`config.mk`:
```
export PLATFORM = sky130hd
export DESIGN_NAME = jim_bus_bridge
export DESIGN_NICKNAME = d
export VERILOG_FILES = /design/src/rtl/jim_pkg.sv /design/src/rtl/bus_sync.sv /design/src/rtl/jim_bus_bridge.sv
export SDC_FILE = /design/constraint.sdc
export NUM_CORES = 1
export LEC_CHECK = 0
export ABC_AREA = 1
export CELL_PAD_IN_SITES_DETAIL_PLACEMENT = 1
export CELL_PAD_IN_SITES_GLOBAL_PLACEMENT = 1
export CORE_UTILIZATION = 42
export CTS_BUF_LIST = sky130_fd_sc_hd__clkbuf_8 sky130_fd_sc_hd__clkbuf_16
export DETAILED_ROUTE_END_ITERATION = 12
export DONT_BUFFER_PORTS = 1
export PLACE_DENSITY = 0.75
export SYNTH_ARGS = -nofsm -noshare
export SYNTH_HDL_FRONTEND = slang
export SYNTH_SLANG_ARGS = --single-unit
```
`constraint.sdc`:
```
create_clock -name clk50 -period 1.6 [get_ports clk50]
set_input_delay 0.08 -clock clk50 [delete_from_list [all_inputs] [get_ports clk50]]
set_output_delay 0.08 -clock clk50 [all_outputs]
set_load 0.02 [all_outputs]
```
`src/rtl/jim_pkg.sv`:
```
// jim_pkg: shared definitions for the JIM bus bridge.
//   - FC-page register offsets (paging high/low, status)
//   - magic value that enables the JIM window
//   - status bit indices
//   - bus FSM state enum
package jim_pkg;

  localparam logic [7:0] REG_PAGE_HI = 8'hFF;  // page[18:16] + window enable
  localparam logic [7:0] REG_PAGE_LO = 8'hFE;  // page[15:8]
  localparam logic [7:0] REG_STATUS  = 8'hFD;  // sticky error flags, read-only

  // Upper five bits of a REG_PAGE_HI write must match this to open the window.
  localparam logic [4:0] JIM_MAGIC = 5'b11001;

  localparam int ST_TIMEOUT_BIT = 0;  // read missed its bus deadline
  localparam int ST_OVERRUN_BIT = 1;  // FD write dropped, previous one unacked

  typedef enum logic [2:0] {
    S_IDLE,
    S_SAMPLE,
    S_RD_REQ,
    S_HOLD,
    S_REG,
    S_WR_POST,
    S_WAIT_LOW
  } jim_state_e;

  function automatic logic is_fc_reg(input logic [7:0] addr);
    return (addr == REG_PAGE_HI) || (addr == REG_PAGE_LO) || (addr == REG_STATUS);
  endfunction

endpackage

```
`src/rtl/bus_sync.sv`:
```
// bus_sync: brings the asynchronous 1MHz bus control lines into clk50.
// Ports:
//   clk50, rst_n            clock, async active-low reset
//   clke, rnw, pgfc_n, pgfd_n  raw bus control inputs
//   clke_rise, clke_fall    one-cycle pulses on synchronized clke edges
//   rnw_s, pgfc_n_s, pgfd_n_s  synchronized copies of the other lines
// Select lines reset to their inactive (high) level so nothing decodes
// as a hit while the chains fill after reset.
module bus_sync #(
  parameter int SYNC_STAGES = 2
) (
  input  logic clk50,
  input  logic rst_n,
  input  logic clke,
  input  logic rnw,
  input  logic pgfc_n,
  input  logic pgfd_n,
  output logic clke_rise,
  output logic clke_fall,
  output logic rnw_s,
  output logic pgfc_n_s,
  output logic pgfd_n_s
);

  logic [SYNC_STAGES-1:0] clke_q;
  logic [SYNC_STAGES-1:0] rnw_q;
  logic [SYNC_STAGES-1:0] fc_q;
  logic [SYNC_STAGES-1:0] fd_q;
  logic                   clke_prev_q;
  logic                   clke_s;

  always_ff @(posedge clk50 or negedge rst_n) begin
    if (!rst_n) begin
      clke_q      <= '0;
      rnw_q       <= '1;
      fc_q        <= '1;
      fd_q        <= '1;
      clke_prev_q <= 1'b0;
    end else begin
      clke_q[0] <= clke;
      rnw_q[0]  <= rnw;
      fc_q[0]   <= pgfc_n;
      fd_q[0]   <= pgfd_n;
      for (int i = 1; i < SYNC_STAGES; i++) begin
        clke_q[i] <= clke_q[i-1];
        rnw_q[i]  <= rnw_q[i-1];
        fc_q[i]   <= fc_q[i-1];
        fd_q[i]   <= fd_q[i-1];
      end
      clke_prev_q <= clke_s;
    end
  end

  assign clke_s    = clke_q[SYNC_STAGES-1];
  assign clke_rise = clke_s & ~clke_prev_q;
  assign clke_fall = ~clke_s & clke_prev_q;
  assign rnw_s     = rnw_q[SYNC_STAGES-1];
  assign pgfc_n_s  = fc_q[SYNC_STAGES-1];
  assign pgfd_n_s  = fd_q[SYNC_STAGES-1];

endmodule

```
`src/rtl/jim_bus_bridge.sv`:
```
// jim_bus_bridge: 1MHz bus responder giving the host paged access to the
// 512KB SRAM through the JIM window (page FD), with paging/status
// registers in page FC. Runs entirely in clk50; the bus is oversampled.
// Ports:
//   clk50, rst_n                 clock, async active-low reset
//   clke, rnw, pgfc_n, pgfd_n    bus control (asynchronous)
//   bus_addr, bus_data_in        bus address low byte / host write data
//   bus_data_out, bus_data_oe    read data to host and its drive enable
//   mem_req/we/addr/wdata        SRAM request port to the arbiter
//   mem_ack, mem_rdata           arbiter completion pulse and read data
//   jim_selected                 JIM window enabled
//   dbg_state                    current bus FSM state
//
// SRAM handshake: mem_req rises with mem_we/mem_addr/mem_wdata stable and
// stays high, unchanged, until the single-cycle mem_ack. The ack cycle still
// counts as outstanding; a new request can only start the cycle after.
// Only one request is ever outstanding.
module jim_bus_bridge
  import jim_pkg::*;
#(
  parameter int SYNC_STAGES = 2,
  parameter int SAMPLE_DLY  = 16,
  parameter int RD_DEADLINE = 20
) (
  input  logic        clk50,
  input  logic        rst_n,
  input  logic        clke,
  input  logic        rnw,
  input  logic        pgfc_n,
  input  logic        pgfd_n,
  input  logic [7:0]  bus_addr,
  input  logic [7:0]  bus_data_in,
  output logic [7:0]  bus_data_out,
  output logic        bus_data_oe,
  output logic        mem_req,
  output logic        mem_we,
  output logic [18:0] mem_addr,
  output logic [7:0]  mem_wdata,
  input  logic        mem_ack,
  input  logic [7:0]  mem_rdata,
  output logic        jim_selected,
  output jim_state_e  dbg_state
);

  logic clke_rise, clke_fall, rnw_s, pgfc_n_s, pgfd_n_s;

  bus_sync #(.SYNC_STAGES(SYNC_STAGES)) u_sync (
    .clk50     (clk50),
    .rst_n     (rst_n),
    .clke      (clke),
    .rnw       (rnw),
    .pgfc_n    (pgfc_n),
    .pgfd_n    (pgfd_n),
    .clke_rise (clke_rise),
    .clke_fall (clke_fall),
    .rnw_s     (rnw_s),
    .pgfc_n_s  (pgfc_n_s),
    .pgfd_n_s  (pgfd_n_s)
  );

  jim_state_e  state_q, state_d;
  logic [7:0]  cnt_q, cnt_d;          // t: cycles since detected clke rise
  logic [7:0]  out_q, out_d;
  logic        oe_q, oe_d;
  logic        mem_req_q, mem_req_d;
  logic        mem_we_q, mem_we_d;
  logic [18:0] mem_addr_q, mem_addr_d;
  logic [7:0]  mem_wdata_q, mem_wdata_d;
  logic        jim_sel_q, jim_sel_d;
  logic [18:8] page_q, page_d;
  logic [1:0]  status_q, status_d;
  logic [7:0]  smp_addr_q, smp_addr_d;
  logic [7:0]  smp_data_q, smp_data_d;
  logic        smp_rnw_q, smp_rnw_d;
  logic        rd_issued_q, rd_issued_d;  // this bus cycle's read is on the port

  logic [7:0]  reg_rdata;
  logic        fc_hit, fd_hit, rd_done;

  always_comb begin
    reg_rdata = 8'h00;
    case (bus_addr)
      REG_PAGE_HI: reg_rdata = {jim_sel_q, 4'b0000, page_q[18:16]};
      REG_PAGE_LO: reg_rdata = page_q[15:8];
      REG_STATUS:  reg_rdata = {6'b000000, status_q};
      default:     reg_rdata = 8'h00;
    endcase
  end

  assign fc_hit = !pgfc_n_s && is_fc_reg(bus_addr);
  assign fd_hit = !pgfd_n_s && jim_sel_q;

  always_comb begin
    state_d     = state_q;
    cnt_d       = (cnt_q == 8'hFF) ? cnt_q : cnt_q + 8'd1;
    out_d       = out_q;
    oe_d        = oe_q;
    mem_req_d   = mem_req_q;
    mem_we_d    = mem_we_q;
    mem_addr_d  = mem_addr_q;
    mem_wdata_d = mem_wdata_q;
    jim_sel_d   = jim_sel_q;
    page_d      = page_q;
    status_d    = status_q;
    smp_addr_d  = smp_addr_q;
    smp_data_d  = smp_data_q;
    smp_rnw_d   = smp_rnw_q;
    rd_issued_d = rd_issued_q;
    rd_done     = 1'b0;

    // Any outstanding request (posted write or abandoned read) retires on ack,
    // whatever the bus side is doing.
    if (mem_req_q && mem_ack) mem_req_d = 1'b0;

    case (state_q)
      S_IDLE: begin
        oe_d  = 1'b0;
        cnt_d = 8'd0;
        if (clke_rise) begin
          state_d = S_SAMPLE;
          cnt_d   = 8'd1;
        end
      end

      S_SAMPLE: begin
        if (clke_fall) begin
          state_d = S_IDLE;  // runt cycle: nothing latched, nothing changed
        end else if (cnt_q == 8'(SAMPLE_DLY)) begin
          smp_addr_d = bus_addr;
          smp_data_d = bus_data_in;
          smp_rnw_d  = rnw_s;
          if (fc_hit) begin
            if (rnw_s) begin
              out_d = reg_rdata;
              oe_d  = 1'b1;
            end
            state_d = S_REG;
          end else if (fd_hit && rnw_s) begin
            state_d = S_RD_REQ;
            if (!mem_req_q) begin
              mem_req_d   = 1'b1;
              mem_we_d    = 1'b0;
              mem_addr_d  = {page_q, bus_addr};
              rd_issued_d = 1'b1;
            end
          end else if (fd_hit) begin
            state_d = S_WR_POST;
            if (!mem_req_q) begin
              mem_req_d   = 1'b1;
              mem_we_d    = 1'b1;
              mem_addr_d  = {page_q, bus_addr};
              mem_wdata_d = bus_data_in;
            end else begin
              status_d[ST_OVERRUN_BIT] = 1'b1;
            end
          end else begin
            state_d = S_WAIT_LOW;
          end
        end
      end

      S_REG: begin
        if (!smp_rnw_q) begin
          case (smp_addr_q)
            REG_PAGE_HI: begin
              page_d[18:16] = smp_data_q[2:0];
              jim_sel_d     = (smp_data_q[7:3] == JIM_MAGIC);
            end
            REG_PAGE_LO: page_d[15:8] = smp_data_q;
            default: ;
          endcase
        end else if (smp_addr_q == REG_STATUS) begin
          status_d = 2'b00;  // value already captured for the bus
        end
        if (clke_fall) begin
          state_d = S_IDLE;
          oe_d    = 1'b0;
        end else begin
          state_d = smp_rnw_q ? S_HOLD : S_WAIT_LOW;
        end
      end

      S_RD_REQ: begin
        if (clke_fall) begin
          state_d     = S_IDLE;
          rd_issued_d = 1'b0;
        end else begin
          if (!rd_issued_q) begin
            // Held behind a posted write; go as soon as the port is free.
            if (!mem_req_q) begin
              mem_req_d   = 1'b1;
              mem_we_d    = 1'b0;
              mem_addr_d  = {page_q, smp_addr_q};
              rd_issued_d = 1'b1;
            end
          end else if (mem_ack) begin
            out_d       = mem_rdata;
            oe_d        = 1'b1;
            rd_done     = 1'b1;
            rd_issued_d = 1'b0;
            state_d     = S_HOLD;
          end
          // Deadline missed: present FF. The request stays up until its ack,
          // which then only retires it; the late data never reaches the bus.
          if (!rd_done && cnt_q >= 8'(RD_DEADLINE - 1)) begin
            out_d                    = 8'hFF;
            oe_d                     = 1'b1;
            status_d[ST_TIMEOUT_BIT] = 1'b1;
            rd_issued_d              = 1'b0;
            state_d                  = S_HOLD;
          end
        end
      end

      S_HOLD: begin
        if (clke_fall) begin
          oe_d    = 1'b0;
          state_d = S_IDLE;
        end
      end

      S_WR_POST: begin
        state_d = clke_fall ? S_IDLE : S_WAIT_LOW;
      end

      S_WAIT_LOW: begin
        if (clke_fall) state_d = S_IDLE;
      end

      default: state_d = S_IDLE;
    endcase
  end

  always_ff @(posedge clk50 or negedge rst_n) begin
    if (!rst_n) begin
      state_q     <= S_IDLE;
      cnt_q       <= 8'd0;
      out_q       <= 8'h00;
      oe_q        <= 1'b0;
      mem_req_q   <= 1'b0;
      mem_we_q    <= 1'b0;
      mem_addr_q  <= 19'd0;
      mem_wdata_q <= 8'h00;
      jim_sel_q   <= 1'b0;
      page_q      <= '0;
      status_q    <= 2'b00;
      smp_addr_q  <= 8'h00;
      smp_data_q  <= 8'h00;
      smp_rnw_q   <= 1'b1;
      rd_issued_q <= 1'b0;
    end else begin
      state_q     <= state_d;
      cnt_q       <= cnt_d;
      out_q       <= out_d;
      oe_q        <= oe_d;
      mem_req_q   <= mem_req_d;
      mem_we_q    <= mem_we_d;
      mem_addr_q  <= mem_addr_d;
      mem_wdata_q <= mem_wdata_d;
      jim_sel_q   <= jim_sel_d;
      page_q      <= page_d;
      status_q    <= status_d;
      smp_addr_q  <= smp_addr_d;
      smp_data_q  <= smp_data_d;
      smp_rnw_q   <= smp_rnw_d;
      rd_issued_q <= rd_issued_d;
    end
  end

  assign bus_data_out = out_q;
  assign bus_data_oe  = oe_q;
  assign mem_req      = mem_req_q;
  assign mem_we       = mem_we_q;
  assign mem_addr     = mem_addr_q;
  assign mem_wdata    = mem_wdata_q;
  assign jim_selected = jim_sel_q;
  assign dbg_state    = state_q;

endmodule
```
* Yosys cells after proc, flatten, opt, wreduce, memory -nomap -nowiden
Index checks and enable logic that the tools add are counted.
** Storage, ports and cells
- Word-level logic and storage cells :: 198
- Flip-flop bits (word level) :: 90
- Bits of input ports :: 31
** Cells by class
- Magnitude comparators :: 1
- Mux-type cells :: 94
- Eq/ne operators :: 42
- Reduce and logical (&&, ||, !) cells :: 29
- Add/subtract/negate cells :: 1
- Bitwise logic cells :: 9
** Operators by type and width (count)
- $mux W19 :: 9
- $mux W8 :: 10
- $eq A8 B8 Y1 const B :: 7
- $mux W1 :: 49
- $mux W3 :: 13
- $pmux W19 S2 :: 1
- $ne A2 B2 Y1 const B :: 16
- $pmux W8 S3 :: 1
- $reduce_and A8 Y1 :: 3
- $pmux W3 S6 :: 1
- $reduce_and A9 Y1 :: 2
- $pmux W8 S2 :: 1
- $ne A3 B3 Y1 const B :: 5
- $pmux W1 S2 :: 5
- $reduce_and A5 Y1 :: 2
- $eq A3 B3 Y1 const B :: 3
- $reduce_and A3 Y1 :: 3
- $add A8 B1 Y8 const B :: 1
- $eq A8 B5 Y1 const B :: 1
- $ge A8 B5 Y1 const B :: 1
- $ne A2 B1 Y1 const B :: 4
- $ne A4 B4 Y1 const B :: 2
- $not A1 Y1 :: 7
- $reduce_and A7 Y1 :: 1
- 14 further kinds :: 28

* Logic depth before layout (Yosys ltp)
Gate-level depths: netlist of the first run.
- Depth after elaboration :: 9
- Depth in mapped cells :: 12
- Mapped depth without buffers :: 12

* By module
Synthesis of the first run repeated with hierarchy kept, for this count alone.
** Second synthesis, totals
- Cell total of the unflattened synthesis :: 578
- Area total of the unflattened synthesis :: 4585.6 sq um
** Modules (own cells, without submodules)
- jim_bus_bridge :: area each 4337.9 sq um, cells an instance 565, instances 1
- bus_sync :: area each 247.7 sq um, cells an instance 13, instances 1

* Worst setup path before layout of the first run
OpenSTA, ideal clock, no wires.
- Kind :: register to register
- Start :: reg state_q[1] (netlist: dbg_state[1])
- End :: reg mem_wdata_q[0] (netlist: mem_wdata[0])
- Period minus slack after synthesis :: 1740 ps
- Setup time :: 118 ps
- Data required time :: 1482 ps
- Slack :: -140 ps
- Arrival time :: 1623 ps
- Cell stages (with the launch flop) :: 12
- Cell sequence :: dfrtp_1 > inv_2 > nand2_2 > nor2_4 > nand2_2 > inv_1 > nand2_2 > nor2_4 > nand3_4 > buf_6 > nand2_1 > o21ai_2
** On the way
- Longest elaborated chain between the ends :: 2
** RTL lines
- from (decl) :: RTL line jim_bus_bridge.sv:61 : jim_state_e state_q, state_d;
- from (signal assigned) :: RTL line jim_bus_bridge.sv:252 : state_q <= state_d;
- $eq A3 B1 Y1 :: RTL line jim_bus_bridge.sv:115 : case (state_q)
- $reduce_and A7 Y1 (no line)
- to (signal assigned) :: RTL line jim_bus_bridge.sv:259 : mem_wdata_q <= mem_wdata_d;
- to (decl) :: RTL line jim_bus_bridge.sv:68 : logic [7:0] mem_wdata_q, mem_wdata_d;
No other way between the ends.
A chain may end at the register's enable or synchronous reset.

* Worst setup path in the final report of the first run
- Start :: reg state_q[0] (netlist: dbg_state[0])
- End :: reg status_q[1]
** On the way
- Longest elaborated chain between the ends :: 3
- Elaborated cells on any way between the ends :: 13
** RTL lines
- $eq A3 B1 Y1 / $eq A3 B3 Y1 (equally long branches) :: RTL line jim_bus_bridge.sv:115
- $ne A2 B2 Y1 (no line) / $reduce_bool A2 Y1 (equally long branches)
- $reduce_and A9 Y1 (no line)
- to (signal assigned) :: RTL line jim_bus_bridge.sv:262 : status_q <= status_d;
- to (decl) :: RTL line jim_bus_bridge.sv:71 : logic [1:0] status_q, status_d;
Parallel ways exist; a longest one is shown, timed or not.

==> results of run 1 <==
==> cell type report <==
class	instances	area, um2	share of cell area (%)
clock buffers	10	137.6	2.381
flip-flops and latches	90	2267	39.23
inverters	57	214.0	3.702
clock inverters	6	73.82	1.277
multi-input cells	393	2165	37.45
repair buffers	85	755.7	13.08
well taps	133	166.4	2.879
==> repair_timing <==
| action | 4_1_cts | 5_1_grt |
|---|---|---|
| gates resized for setup | 28 | 95 |
| pin swaps | 6 | 28 |
| buffers inserted | 3 | 9 |
| setup endpoints to repair | 55 | 77 |
| gates cloned | 3 | 1 |
| hold endpoints to repair | 125 | 90 |
==> per-layer routing <==
layer | track usage [%] | vias up | wire, um
met2 | 43.29 | 129 | 7404
met3 | 4.198 | 20 | 800
li1 | - | 1956 | -
met4 | 8.571 | 0 | 196
met1 | 34.25 | 2087 | 6539
met5 | 0 | - | 0
==> synth_stat cells (all sizes together) (3+ instances only) <==
cell type,n,share of area [%]
clkbuf,8,0.69
o21ai,78,9.6
inv,57,4.9
dfstp,7,4.2
nand4,4,0.57
dfrtp,83,48
a31oi,3,0.43
nand2,179,16
a21oi,9,1.0
nor2,43,4.3
buf,7,1.1
nor3,7,0.80
nand3,54,6.5
==> power by group <==
group	internal, W	leakage [nW]	total, W	switching (W)
registers	0.00285	1.09	0.00370	0.000859
clock network	0.000784	0.101	0.00171	0.000926
logic	0.00161	1.73	0.00411	0.00250
total	0.00524	2.92	0.00952	0.00429
==> registers in the layout, indices dropped and copies added (netlist names), 3 cells and up <==
signal        count
bus_data_out      8
smp_data_q        8
cnt_q             8
page_q           11
mem_wdata         8
mem_addr         19
dbg_state         3
smp_addr_q        8
==> worst max-delay path, cell delays in order (launching register included) <==
cell	delay, ns
dfrtp_2	0.47
buf_4	0.16
nor2_4	0.14
nand2_2	0.16
buf_4	0.19
nand2_1	0.06
nand2_1	0.06
inv_1	0.05
nand2_1	0.07
nor2_1	0.20
nand2_1	0.08
nand2_1	0.07
nand2_1	0.04
==> stage by stage <==
stage / setup TNS [ns] / cell area [um2] / setup WS, ns / utilization, % / power [W]
after floorplan: -0.1023 / 4377 / -0.05850 / - / 0.005536
after global placement: -2.399 / 4836 / -0.1001 / 48.80 / 0.006618
after detailed placement: -4.045 / 4836 / -0.1585 / 48.80 / 0.006795
after CTS: -3.065 / 5433 / -0.1143 / 54.82 / 0.008692
after global routing: -9.723 / 5779 / -0.3667 / 58.32 / 0.01004
final: -5.203 / 5779 / -0.2572 / 58.32 / 0.009523
==> final timing paths <==
kind	from	endpoint	slack [ns]	cells past startpoint
worst max register to register	dbg_state[0]$_DFFE_PN0P_	status_q[1]$_DFFE_PN0P_	-0.26	12
worst min register to register	u_sync.rnw_q[0]$_DFF_PN1_	u_sync.rnw_q[1]$_DFF_PN1_	0.36	0
max in group asynchronous	rst_n	u_sync.fc_q[1]$_DFF_PN1_	1.99	0
worst min-delay path	rst_n	bus_data_out[0]$_DFFE_PN0P_	-0.62	0
min in group clk50	mem_rdata[3]	bus_data_out[3]$_DFFE_PN0P_	0	4
worst max-delay path	dbg_state[0]$_DFFE_PN0P_	status_q[1]$_DFFE_PN0P_	-0.26	12
==> logic make-up (layout without fill, tap and decap cells) <==
group                      Yosys count  after routing  synth area share (%)
adders and majority gates            2              2                0.5735
AOI/OAI and AO/OA                   96             96                 12.16
buffers and inverters               72            158                 6.740
and+or+nand+nor                    289            293                 28.19
DFF                                 90             90                 51.82
muxes                                2              2                0.5162
==> results.txt, run 1 <==
CTS Sinks - 90
FF+latch count, synth - 90
CTS tree - built
sequential share of the synthesized area - 51.82%
vias in the first global route - 4,283
Net Count, Synth - 584
final hold violation count - 91
non-filler cells, final - 774
# nets final - 669
layout cell share with drive strength beyond 1 - 27.77%
Mapped Avg Cell Area - 7.918 um2
Total GRT Usage - 25.88%
Total Die Area - 0.01080 mm2
fin worst setup slack - -0.2572 ns
vias - 4,192
Diodes inserted - 0
Slew HR - 62.66%
Routability Congestion - 0.8552
CP required - 1.89 ns
Post-synth top flop - dfrtp_1
worst path arrival time - 2.15 ns
Syn Inst Count - 551
Routed WL - 14.94 mm
Fillers - 1,185
Least-Margin Pin Slew - 0.5558 ns
FMAX - 0.5384 GHz
TritonCTS Buffers - 9
maximum root-to-sink buffer count - 2
Tcrit/Tclk final - 116.1%
area grow syn2layout - 32.46%
CTS Root Cell - clkbuf_8
hpwl dp - 8.921 mm
cell area after synthesis - 0.004363 mm2
routed len/inst - 19.30 um
clock-pin slew on the worst setup and hold paths - 0.10 ns
vias per cell - 5.416
Power Dens Cells - 1648 mW/mm2
leakage - 2.924 nW
synth unique cells - 32
antenna viol nets, final - 0
DR pass1 iterations - 4
Clock Latency Late Sink - 0.38 ns
crit path time final - 1.857 ns
port bufs - 0
largest net degree at the start of global routing - 91
num ports - 73
DR iter-0 viols - 302
Die X - 103.9 um
initial antenna violation count - 0
first-pass GRT wire length - 21.89 mm
Final setup viols - 51
kind of critical path - reg -> reg
DRC viols - 0
row count - 36
dpl cells - 717
worst hold slack - -0.6153 ns
GRT Residual Overflow - 0
max_cap viols - 0
core region area - 0.009910 mm2
RSZ-0062 raised after global routing - true
Post-synth EDFFs - 0
Post-synth ARST share - 100.0%
Yosys Warn Count - 0
failing checks - negative hold slack, negative setup slack
CTS Hold Bufs - 27
commonest cells after routing, fill and taps aside - 148 x nand2_1, 78 x dfrtp_1, 50 x nand3_1, 48 x buf_4, 47 x inv_1
commonest non-fill, non-tap cell in the layout - nand2_1
Final Skew - 0.01263 ns
startpoint type of the worst setup path - flip-flop
Critical Path End Type - flip-flop
Die Ht - 103.9 um
status - finished, violations left
CP Max Fanout - 5
Hold Path Class - in -> async
max-slew violations - 0
worst vdd ir - 0.7881 mV
Starting Density - 44.03%
H-tree levels - 3
Note: power is estimated with default switching activity, not from simulation.
==> run 2, diff against run 1 <==
Settings changed: CELL_PAD_IN_SITES_DETAIL_PLACEMENT 1 to unset, CELL_PAD_IN_SITES_GLOBAL_PLACEMENT 1 to unset, CORE_UTILIZATION 42 to 49, PLACE_DENSITY 0.75 to 0.64.
Clock period 1.6 ns to 1.8 ns, I/O delays scaled along.
==> results.txt, run 2 (same netlist as run 1, synthesis figures left out) <==
first-pass GRT wire length - 16.82 mm (-23%)
TritonCTS Buffers - 9 (unchanged)
antenna viol nets, final - 0 (unchanged)
highest metal used - met4
Final Skew - 0.01206 ns (-0.0005737 ns)
Fillers - 767 (-35%)
Critical Path Most Common Cell - nand2_2
port bufs - 0 (unchanged)
CP Max Fanout - 10 (+5)
Routability Congestion - 0.9671 (+13%)
worst path arrival time - 2.09 ns (-0.06 ns)
met1 WL - 5.253 mm (-20%)
DR pass1 iterations - 4 (unchanged)
status - finished, violations left
slowest CP cell - dfrtp_2
RSZ-0062 raised after global routing - true
hpwl dp - 7.263 mm (-19%)
routed len/inst - 15.43 um (-20%)
Tcrit/Tclk final - 99.11% (-17 points)
clock-pin slew on the worst setup and hold paths - 0.10 ns (about the same)
Die X - 96.36 um (-7.3%)
startpoint type of the worst setup path - flip-flop
Total GRT Usage - 24.04% (-1.8 points)
crit path time final - 1.784 ns (-0.07330 ns)
area grow syn2layout - 24.20%
Critical Path End Type - flip-flop
Clock Latency Late Sink - 0.37 ns (about the same)
internal power - 0.004514 W (-14%)
WL met2 - 5.217 mm (-30%)
cells along the critical path - buf_4 -> inv_2 -> nand2_2 -> nor2_4 -> nand2_2 -> o22ai_1 -> nand2_2 -> nor2_4 -> nand2_1 -> nand2_1
CP required - 2.11 ns (+0.22 ns)
worst hold slack - -0.5985 ns (+0.01690 ns)
fin area - 0.005419 mm2 (-6.2%)
Slew HR - 63.94% (+1.3 points)
CP peak stage delay - 0.47 ns (about the same)
DRC viols - 0 (unchanged)
sw power - 0.003431 W (-20%)
Clock Power Share - 18.1% (about the same)
Combinational Power Share - 40.7% (-2.4 points)
initial antenna violation count - 0 (unchanged)
Power Dens Cells - 1466 mW/mm2 (-11%)
largest net degree at the start of global routing - 91 (unchanged)
Least-Margin Pin Slew - 0.5368 ns (-0.01901 ns)
max FFs per register - 19 (unchanged)
FMAX - 0.5606 GHz (+4.1%)
Diodes inserted - 0 (unchanged)
num ports - 73 (unchanged)
leakage - 2.776 nW (-5.0%)
Reg power frac - 41.2% (+2.3 points)
kind of critical path - reg -> reg
GRT Residual Overflow - 0 (unchanged)
final hold violation count - 90 (-1.1%)
failing checks - negative hold slack
Total Die Area - 0.009285 mm2 (-14%)
placed cell area - 0.004598 mm2 (-4.9%)
fin worst setup slack - 0.01609 ns (+0.2733 ns)
core region area - 0.008678 mm2 (-12%)
row count - 34 (-5.6%)
switch share - 43.19% (-1.8 points)
max_cap viols - 0 (unchanged)
maximum root-to-sink buffer count - 2 (unchanged)
Hold Path Class - in -> async
# nets final - 645 (-3.6%)
Starting Density - 50.27% (+6.2 points)
non-filler cells, final - 725 (-6.3%)
layout cell share with drive strength beyond 1 - 21.72% (-6.1 points)
CTS Root Cell - clkbuf_8
Routed WL - 11.18 mm (-25%)
vias in the first global route - 3,490 (-19%)
DR iter-0 viols - 210 (-30%)
wire length on met3 - 564 um (-30%)
pre-CTS setup slack - -0.03218 ns (+0.1263 ns)
Die Ht - 96.36 um (-7.3%)
dpl cells - 668 (-6.8%)
Final setup viols - 0 (-100%)
commonest non-fill, non-tap cell in the layout - nand2_1
CTS tree - built
H-tree levels - 3 (unchanged)
CTS Hold Bufs - 26 (-3.7%)
CTS Sinks - 90 (unchanged)
vias - 3,904 (-6.9%)
vias per cell - 5.385 (-0.58%)
max-slew violations - 0 (unchanged)
commonest cells after routing, fill and taps aside - 149 x nand2_1, 81 x dfrtp_1, 62 x o21ai_0, 53 x inv_1, 52 x nand3_1
worst vdd ir - 0.6010 mV (-24%)
[run 2: cell types whose count changed in the layout (fill, tap and decap cells not counted), moves of 3 or more]
cell,before,now
inv_1,47,53
o21ai_0,46,62
dfrtp_1,78,81
inv_2,10,5
buf_6,8,2
o21ai_1,21,7
buf_4,48,31
nor2_4,16,9
nor2_2,8,13
dfrtp_2,5,2
[run 2: final cells by class]
type	count	area, um2	area share [%]
tap	108	135.1	2.494
clock buffer	9	123.9	2.286
timing repair buffer	62	580.6	10.71
multi-input combinational	392	2024	37.36
inverter	57	214.0	3.948
sequential	90	2263	41.77
clock inverter	7	77.57	1.432
[run 2: through the flow]
stage	util, %	TNS (ns)	hold slack [ns]	total power (W)
3_3_place_gp	52.98	-0.1153	-0.2036	0.005589
4_1_cts	58.39	0	-0.6094	0.007152
2_1_floorplan	-	0	-0.2056	0.004902
5_1_grt	62.44	-1.768	-0.6109	0.008478
3_5_place_dp	52.98	-0.1425	-0.2033	0.005646
6_report	62.44	0	-0.5985	0.007944
[run 2: path summary, 6_finish.rpt]
| kind | from | end | slack (ns) | cells past startpoint |
|---|---|---|---|---|
| worst max-delay path | dbg_state[1]$_DFFE_PN0P_ | bus_data_out[6]$_DFFE_PN0P_ | 0.02 | 10 |
| worst min-delay path | rst_n | mem_addr[15]$_DFFE_PN0P_ | -0.60 | 0 |
| worst max register to register | dbg_state[1]$_DFFE_PN0P_ | bus_data_out[6]$_DFFE_PN0P_ | 0.02 | 10 |
| worst min register to register | u_sync.fd_q[0]$_DFF_PN1_ | u_sync.fd_q[1]$_DFF_PN1_ | 0.36 | 0 |
| max in group asynchronous | rst_n | u_sync.rnw_q[1]$_DFF_PN1_ | 2.17 | 0 |
| min in group clk50 | mem_rdata[0] | bus_data_out[0]$_DFFE_PN0P_ | 0.02 | 4 |
[run 2: worst max-delay path: cells and delay by family (launching register included)]
| kind | cells | cell delay (ns) |
|---|---|---|
| and+or+nand+nor | 7 | 0.88 |
| buffers and inverters | 2 | 0.20 |
| AOI/OAI and AO/OA | 1 | 0.15 |
| DFF | 1 | 0.47 |
[run 2: metal layers]
| layer | vias to the layer above | track usage, % |
|---|---|---|
| met5 | - | 0 |
| met1 | 1857 | 35.13 |
| met3 | 13 | 4.265 |
| met2 | 119 | 35.82 |
| met4 | 0 | 8.211 |
| li1 | 1915 | - |
[run 2: power by group through the flow]
| stage | clock, W | combinational [W] | sequential (W) |
|---|---|---|---|
| after floorplan | 0 | 0.00169 | 0.00321 |
| after global placement | 0 | 0.00233 | 0.00326 |
| after detailed placement | 0 | 0.00238 | 0.00327 |
| after CTS | 0.00147 | 0.00245 | 0.00323 |
| after global routing | 0.00153 | 0.00359 | 0.00335 |
| final | 0.00144 | 0.00323 | 0.00327 |
[run 2: repair_timing]
| action | CTS | global route |
|---|---|---|
| gates resized for setup | 3 | 73 |
| pin swaps | 0 | 13 |
| hold endpoints to repair | 126 | 90 |
| setup endpoints to repair | 10 | 41 |
| setup buffers | 0 | 10 |
| cloned | 0 | 5 |
